<file path="src/rtl/risk_order_arbiter.sv">
`default_nettype none
// ============================================================================
// risk_order_arbiter: round-robin order arbiter in front of the shared risk
// limiter, with a throttle supervisor that latches an auto-kill.
// Revision: 1.0
// ============================================================================
module risk_order_arbiter #(
    parameter int NUM_REQ       = 4,
    parameter int THROTTLE_TRIP = 16,
    localparam int IDX_W        = $clog2(NUM_REQ)
) (
    input  logic                   clk,
    input  logic                   rst_n,
    input  logic [NUM_REQ-1:0]     req_valid,
    output logic [NUM_REQ-1:0]     req_ready,
    input  logic [NUM_REQ-1:0]     req_side,
    input  logic [NUM_REQ*32-1:0]  req_price,
    input  logic [NUM_REQ*32-1:0]  req_qty,
    input  logic                   sw_kill_enable,
    input  logic                   kill_clear,
    output logic                   lim_valid,
    output logic                   lim_side,
    output logic [31:0]            lim_price,
    output logic [31:0]            lim_qty,
    output logic [IDX_W-1:0]       lim_src,
    output logic                   lim_kill_enable,
    input  logic                   lim_throttled,
    output logic [1:0]             state_o,
    output logic [31:0]            sent_count,
    output logic [31:0]            drop_count
);

    localparam logic [1:0]       ST_RUN     = 2'd0;
    localparam logic [1:0]       ST_SW_HALT = 2'd1;
    localparam logic [1:0]       ST_TRIPPED = 2'd2;
    localparam logic [7:0]       TRIP_RUN   = 8'(THROTTLE_TRIP - 1);
    localparam logic [31:0]      CNT_MAX    = 32'hFFFF_FFFF;
    localparam logic [IDX_W:0]   NUM_REQ_W  = (IDX_W + 1)'(NUM_REQ);
    localparam logic [IDX_W-1:0] LAST_IDX   = IDX_W'(NUM_REQ - 1);

    logic [1:0]       state_q, state_d;
    logic [IDX_W-1:0] rr_ptr_q, rr_ptr_d;
    logic [7:0]       throttle_run_q, throttle_run_d;
    logic             lim_valid_q, lim_valid_d;
    logic             lim_side_q, lim_side_d;
    logic [31:0]      lim_price_q, lim_price_d;
    logic [31:0]      lim_qty_q, lim_qty_d;
    logic [IDX_W-1:0] lim_src_q, lim_src_d;
    logic [31:0]      sent_q, sent_d;
    logic [31:0]      drop_q, drop_d;

    logic             arb_en;
    logic             grant_found;
    logic [IDX_W-1:0] grant_idx;
    logic [IDX_W:0]   scan_idx;
    logic             xfer;
    logic             fb_throttled;
    logic             fb_accepted;
    logic             trip;

    assign arb_en = rst_n && (state_q == ST_RUN);

    // Rotating priority scan starting at rr_ptr, wrapping modulo NUM_REQ.
    always_comb begin
        grant_found = 1'b0;
        grant_idx   = '0;
        scan_idx    = '0;
        for (int k = 0; k < NUM_REQ; k++) begin
            scan_idx = {1'b0, rr_ptr_q} + (IDX_W + 1)'(k);
            if (scan_idx >= NUM_REQ_W) begin
                scan_idx = scan_idx - NUM_REQ_W;
            end
            if (!grant_found && req_valid[scan_idx[IDX_W-1:0]]) begin
                grant_found = 1'b1;
                grant_idx   = scan_idx[IDX_W-1:0];
            end
        end
    end

    assign xfer      = arb_en && grant_found;
    assign req_ready = xfer ? ({{(NUM_REQ-1){1'b0}}, 1'b1} << grant_idx) : '0;

    always_comb begin
        lim_valid_d = xfer;
        lim_side_d  = lim_side_q;
        lim_price_d = lim_price_q;
        lim_qty_d   = lim_qty_q;
        lim_src_d   = lim_src_q;
        rr_ptr_d    = rr_ptr_q;
        if (xfer) begin
            lim_side_d  = req_side[grant_idx];
            lim_price_d = req_price[grant_idx*32 +: 32];
            lim_qty_d   = req_qty[grant_idx*32 +: 32];
            lim_src_d   = grant_idx;
            rr_ptr_d    = (grant_idx == LAST_IDX) ? '0 : grant_idx + 1'b1;
        end
    end

    assign fb_throttled = lim_valid_q && lim_throttled;
    assign fb_accepted  = lim_valid_q && !lim_throttled;
    assign trip         = fb_throttled && (throttle_run_q == TRIP_RUN);

    always_comb begin
        state_d        = state_q;
        throttle_run_d = throttle_run_q;
        sent_d         = sent_q;
        drop_d         = drop_q;
        if (fb_throttled) begin
            if (drop_q != CNT_MAX) drop_d = drop_q + 32'd1;
            if (throttle_run_q != 8'hFF) throttle_run_d = throttle_run_q + 8'd1;
        end else if (fb_accepted) begin
            if (sent_q != CNT_MAX) sent_d = sent_q + 32'd1;
            throttle_run_d = '0;
        end
        // The trip outranks every other transition, including kill_clear.
        if (trip) begin
            state_d = ST_TRIPPED;
        end else begin
            case (state_q)
                ST_RUN:     if (!sw_kill_enable) state_d = ST_SW_HALT;
                ST_SW_HALT: if (sw_kill_enable)  state_d = ST_RUN;
                ST_TRIPPED: begin
                    if (kill_clear) begin
                        state_d        = sw_kill_enable ? ST_RUN : ST_SW_HALT;
                        throttle_run_d = '0;
                    end
                end
                default:    state_d = ST_RUN;
            endcase
        end
    end

    always_ff @(posedge clk) begin
        if (!rst_n) begin
            state_q        <= ST_RUN;
            rr_ptr_q       <= '0;
            throttle_run_q <= '0;
            lim_valid_q    <= 1'b0;
            lim_side_q     <= 1'b0;
            lim_price_q    <= '0;
            lim_qty_q      <= '0;
            lim_src_q      <= '0;
            sent_q         <= '0;
            drop_q         <= '0;
        end else begin
            state_q        <= state_d;
            rr_ptr_q       <= rr_ptr_d;
            throttle_run_q <= throttle_run_d;
            lim_valid_q    <= lim_valid_d;
            lim_side_q     <= lim_side_d;
            lim_price_q    <= lim_price_d;
            lim_qty_q      <= lim_qty_d;
            lim_src_q      <= lim_src_d;
            sent_q         <= sent_d;
            drop_q         <= drop_d;
        end
    end

    assign lim_valid       = lim_valid_q;
    assign lim_side        = lim_side_q;
    assign lim_price       = lim_price_q;
    assign lim_qty         = lim_qty_q;
    assign lim_src         = lim_src_q;
    assign lim_kill_enable = (state_q == ST_RUN) && sw_kill_enable;
    assign state_o         = state_q;
    assign sent_count      = sent_q;
    assign drop_count      = drop_q;

endmodule
`default_nettype wire
</file>
<file path="config.mk">
export PLATFORM = sky130hd
export DESIGN_NAME = risk_order_arbiter
export DESIGN_NICKNAME = d
export VERILOG_FILES = /design/src/rtl/risk_order_arbiter.sv
export SDC_FILE = /design/constraint.sdc
export NUM_CORES = 1
export LEC_CHECK = 0
export ABC_AREA = 1
export CAP_MARGIN = 20
export CORE_AREA = 2 2 160 162
export DETAILED_ROUTE_END_ITERATION = 10
export DIE_AREA = 0 0 162 164
export GPL_ROUTABILITY_DRIVEN = 0
export PLACE_DENSITY_LB_ADDON = 0.1
export SYNTH_ARGS = -nofsm -noshare
export SYNTH_HDL_FRONTEND = slang
export SYNTH_SLANG_ARGS = --single-unit
</file>
<file path="constraint.sdc">
create_clock -name clk -period 3.1 [get_ports clk]
set_clock_uncertainty 0.1 [all_clocks]
set_input_delay 0.62 -clock clk [delete_from_list [all_inputs] [get_ports clk]]
set_output_delay 0.62 -clock clk [all_outputs]
set_load 0.02 [all_outputs]
</file>
# --- Yosys cells after proc, flatten, opt, wreduce, memory -nomap -nowiden ---
# Index checks and enable logic that the tools add are counted.
# W data, S select, Z words.
classes:
  n_addsub: 11
  order_cmp: 9
  n_eq_ne: 13
  shift: 3
  n_mux: 36
  bitwise_logic: 2
  reduce_logical: 19
op_table:
  columns: ["op", "n"]
  rows:
  - ["$shiftx A128 B8 Y32", 2]
  - ["$add A32 B1 Y32 const B", 2]
  - ["$ne A32 B32 Y1 const B", 2]
  - ["$mux W8", 6]
  - ["$mux W2", 13]
  - ["$lt A2 B3 Y1 const B", 5]
  - ["$bmux W1 S2", 5]
  - ["$mux W1", 10]
  - ["$ge A3 B3 Y1 const B", 3]
  - ["$logic_and A1 B1 Y1", 9]
  - ["$ne A3 B3 Y1 const B", 3]
  - ["$reduce_and A3 Y1", 3]
  - ["$add A8 B1 Y8 const B", 1]
  - ["$eq A8 B4 Y1 const B", 1]
  - ["$ne A8 B8 Y1 const B", 1]
  - ["$sub A2 B1 Y2 const B", 4]
  - ["$add A2 B2 Y3 const B", 2]
  - ["$ne A2 B2 Y1 const B", 3]
  - ["$pmux W2 S3", 1]
  - ["$eq A2 B2 Y1 const B", 2]
  - ["$logic_not A1 Y1", 4]
  - ["$mux W4", 1]
  - ["$shl A1 B2 Y4 const A", 1]
  - ["$add A2 B1 Y3 const B", 1]
  - ["other kinds (7)", 8]
totals:
  regBits: 144
  input_bits: 269
  output_inout_bits: 139
  elab_cells: 104

# --- Depth between registers and ports, before layout ---
depth:
  word_depth: 16
  mapped_depth: 15
  ltp_nobuf: 14

# --- Worst setup path before layout ---
# Ideal clock, no wire load.
synth_timing:
  path_type: "input -> output"
  from: "input port req_valid[3]"
  to: "output port req_ready[0]"
  arrival_ps: 2116
  required_ps: 2380
  path_slack_ps: 264
  path_stages: 12
  n_path_buf: 2
  cell_sequence: "inv_1 nand2_1 nand3_1 nand2_1 nor2_4 nand3_4 nand3_2 buf_6 buf_2 ha_1 inv_1 nor2_1"
synth_between:
  elab_chain_len: 14
  elab_cells_between_ends: 25
  classes_between: "1 x shift; 17 x mux; 7 x reduce/logical"
synth_lines:
  columns: ["item", "line_no", "rtl"]
  rows:
  - ["start, declared", "14", "input logic [NUM_REQ-1:0] req_valid,"]
  - ["$bmux W1 S2", "73", "if (!grant_found && req_valid[scan_idx[IDX_W-1:0]]) begin"]
  - ["$mux W1 (not written as such)", "73", null]
  - ["$mux W1", "73", null]
  - ["$logic_not A1 Y1", "73", null]
  - ["$logic_and A1 B1 Y1", "73", null]
  - ["$mux W1", "73", null]
  - ["$logic_not A1 Y1", "73", null]
  - ["$logic_and A1 B1 Y1", "73", null]
  - ["$mux W1", "73", null]
  - ["$logic_not A1 Y1", "73", null]
  - ["$logic_and A1 B1 Y1", "73", null]
  - ["$mux W2 or $mux W1 (tied branches)", "73", null]
  - ["$shl A1 B2 Y4 or $logic_and A1 B1 Y1 (tied branches)", "81, 80", null]
  - ["$mux W4 (*)", "81", "assign req_ready = xfer ? ({{(NUM_REQ-1){1'b0}}, 1'b1} << grant_idx) : '0;"]
  - ["end, declared", "15", "output logic [NUM_REQ-1:0] req_ready,"]
# Mark *: on every way between the ends. The rest lies on a longest branch, timed or not. The select of a mux whose other input is x is not followed.

# --- Worst setup path in the final report ---
layout_timing:
  from: "register rr_ptr_q[0]"
  to: "output port req_ready[1]"
layout_between:
  elab_chain_len: 16
  elab_cells_between_ends: 40
  classes_between: "7 x add/sub; 4 x order compare; 1 x shift; 21 x mux; 7 x reduce/logical"
layout_lines:
  columns: ["item", "line_no", "rtl"]
  rows:
  - ["start, declared", "42", "logic [IDX_W-1:0] rr_ptr_q, rr_ptr_d;"]
  - ["start signal, assigned", "147", "rr_ptr_q <= rr_ptr_d;"]
  - ["branches (longest 15 deep; another with $add A2 B1 Y3)", null, null]
  - ["$mux W4 (*)", "81", null]
# Mark *: on every way between the ends. The select of a mux whose other input is x is not followed.

==> reports/results.txt <==
Status: finished, final reports clean
Initial Util: 0.377
CTS clk-pin slew, worst paths: 0.06 ns
Fin cells: 2290
Main flop type after synthesis: dfxtp_1
DRT antenna net count: 0
Synthesized Nets: 1854
Inst Count DP: 2249
Via count: 11600
Area growth from synthesis to layout: 53.5%
Leakage: 6.07 nW
Layout Utilization: 0.580
Vias in the first global route: 10900
Post-layout min period: 2.96 ns
Most used cell, CP: nand2_1
Slew Limit Fails: 0
Pwr/cell area: 711 nW/um^2
Final setup fails: 0
CTS Root Cell: clkbuf_16
Post-synthesis cell type count: 36
CP Capture Type: output port
Register area: 2890 um^2
Port Buffers: 407
Sink Count: 144
Synth Cell Area: 9370 um^2
Drt wl/cell: 16.1 um
Peak VDD IR: 0.490 mV
Fin. Hold Viols: 0
Pin count of the biggest net entering global routing: 88
Worst skew pair latency: 0.42 ns
Ys async rst share: 0
Multi-input logic area: 5740 um^2
Critical path launch point type: register
Crit path max-delay cell type: dfxtp_4
Die ar.: 26600 um^2
Crit path required time: 2.38 ns
TritonCTS clock tree: built
Syn Inst Count: 1578
Top-level I/O count: 408
Crit-path max FO: 8
Max Cap Viol: 0
Die height: 164 um
DP HPWL: 27000 um
Synth Register Bits: 144
Initial antenna violation count: 6
Chip width: 162 um
Nets: 2219
Critical Setup Path Class: reg2out
FMAX: 338 MHz
First-pass GRT wire length: 56500 um
1st-iter DRT viols: 685
Drt drc: 0
Max incr delay on CP: 0.38 ns
Total Wirelength: 37000 um
Htree depth: 4
Mean Syn Cell Area: 5.94 um^2
Seq/Total Area, Yosys: 0.308
Worst EP arrival: 2.24 ns
Hold WC Path Type: reg2reg
CTS buffer count: 17
Post-synth EDFFs: 0
Rows: 58
Final global-route overflow total: 0
Fill cells: 2522
Actual slew at the worst max-slew pin: 0.724 ns
Vias per cell: 5.07
Clock Path Buffers: 2
Normalized max-slew margin: 0.517
Core Region: 24800 um^2
CP cell instances: buf_4 > nand2_1 > nand2_2 > nand2_1 > nand2_1 > nor2_4 > nand3_2 > nand3_2 > nand2_2 > buf_6 > ha_1 > inv_1 > nor2_1 > buf_4
Final Cycle Share: 0.954
Share of cells above drive strength 1: 0.0578
Detailed Routing Iterations Pass 1: 7
YS warnings: 0
Total track usage: 0.268
==> layout make-up <==
| type | instances | share of cell area |
|---|---|---|
| inverters | 104 | 0.0277 |
| clock buffers | 19 | 0.0308 |
| clock inverters | 12 | 0.00609 |
| well taps | 330 | 0.0287 |
| flip-flops and latches | 144 | 0.201 |
| repair buffers | 441 | 0.306 |
| multi-input cells | 1235 | 0.399 |
| diodes | 5 | 0.000870 |
==> repair_timing <==
action	4_1_cts	5_1_grt
setup endpoints to repair	4	4
setup buffers	1	4
endpoints found under the hold margin	0	0
resized for setup	3	37
pin swaps	1	10
hold buffers	0	0
==> logic make-up after synthesis <==
group	after synthesis	synth area share
AND/OR/NAND/NOR	1066	0.488
buffers and inverters	199	0.0896
flip-flops	144	0.308
AO/OA/AOI/OAI	122	0.0684
XOR/XNOR	40	0.0374
adder cells (fa/ha/maj)	7	0.00935
==> critical path: cells and delay by family, from the launching register on <==
family / cells / cell delay (ns)
buf+inv: 4 / 0.48
fa+ha+maj: 1 / 0.17
simple gates: 9 / 0.81
flops: 1 / 0.38
==> through the flow <==
step	worst slack, ns	cell area [um^2]	power, mW	hold WS, ns	setup TNS, ns
final	0.144	14400	10.2	0.368	0
after CTS	0.00991	14200	10.2	0.371	0
after detailed placement	-0.0749	13700	8.23	0.361	-0.256
after global routing	-0.0332	14400	11.0	0.386	-0.0847
after floorplan	0.264	9370	6.05	0.347	0
after global placement	-0.0388	13700	8.19	0.357	-0.0792
==> final timing paths <==
path | startpoint | to | slack, ns | cells past startpoint
min reg2reg | lim_qty[14] | lim_qty[14] | 0.37 | 2
max reg2reg | rr_ptr_q[0] | lim_price[12] | 0.56 | 14
min | lim_qty[14] | lim_qty[14] | 0.37 | 2
max | rr_ptr_q[0] | req_ready[1] | 0.14 | 14
==> layer usage <==
metal | part of all wire | global-route usage | up-vias
met5 | 0 | 0 | -
met4 | 0.028 | 0.102 | 0
met3 | 0.068 | 0.0616 | 61
met2 | 0.50 | 0.473 | 389
met1 | 0.41 | 0.315 | 5294
li1 | - | - | 5864
==> Yosys cell counts, types with 4 or more instances <==
master	n	share of area
xnor2_1	10	0.0093
nor3_1	43	0.023
buf_4	8	0.0064
inv_1	97	0.039
inv_2	7	0.0028
nand3_1	151	0.081
buf_1	12	0.0048
clkbuf_1	30	0.012
nor4_1	6	0.0040
nor2_1	159	0.064
nand2_1	595	0.24
nand4_1	101	0.067
xor2_1	30	0.028
buf_2	42	0.022
a31oi_1	4	0.0027
o21ai_0	44	0.024
o21ai_1	9	0.0048
ha_1	7	0.0093
dfxtp_1	144	0.31
a21oi_1	58	0.031
==> layout by cell type (no fill, tap or decap), types with 17 or more instances in the layout <==
cell type          n
nand3_1          144
buf_4             32
dfxtp_1          142
nand4_1          101
nor2_1           159
a21oi_1           58
clkbuf_16         17
nor3_1            43
xor2_1            30
nand2_1          585
clkdlybuf4s50_1  398
inv_1             90
o21ai_0           43
==> registers in the layout (all words and copies together) (netlist names) <==
register	count
drop_count	32
lim_qty	32
lim_price	32
sent_count	32
rr_ptr_q	2
lim_valid	1
lim_side	1
lim_src	2
state_o	2
throttle_run_q	8
==> where the power goes <==
| group | leakage [nW] | internal, mW | switching (mW) |
|---|---|---|---|
| Clock | 0.253 | 1.04 | 0.843 |
| Sequential | 1.18 | 2.28 | 0.235 |
| Combinational | 4.63 | 2.22 | 3.61 |
| Total | 6.07 | 5.54 | 4.69 |
Note: power is estimated with default switching activity, not from simulation.
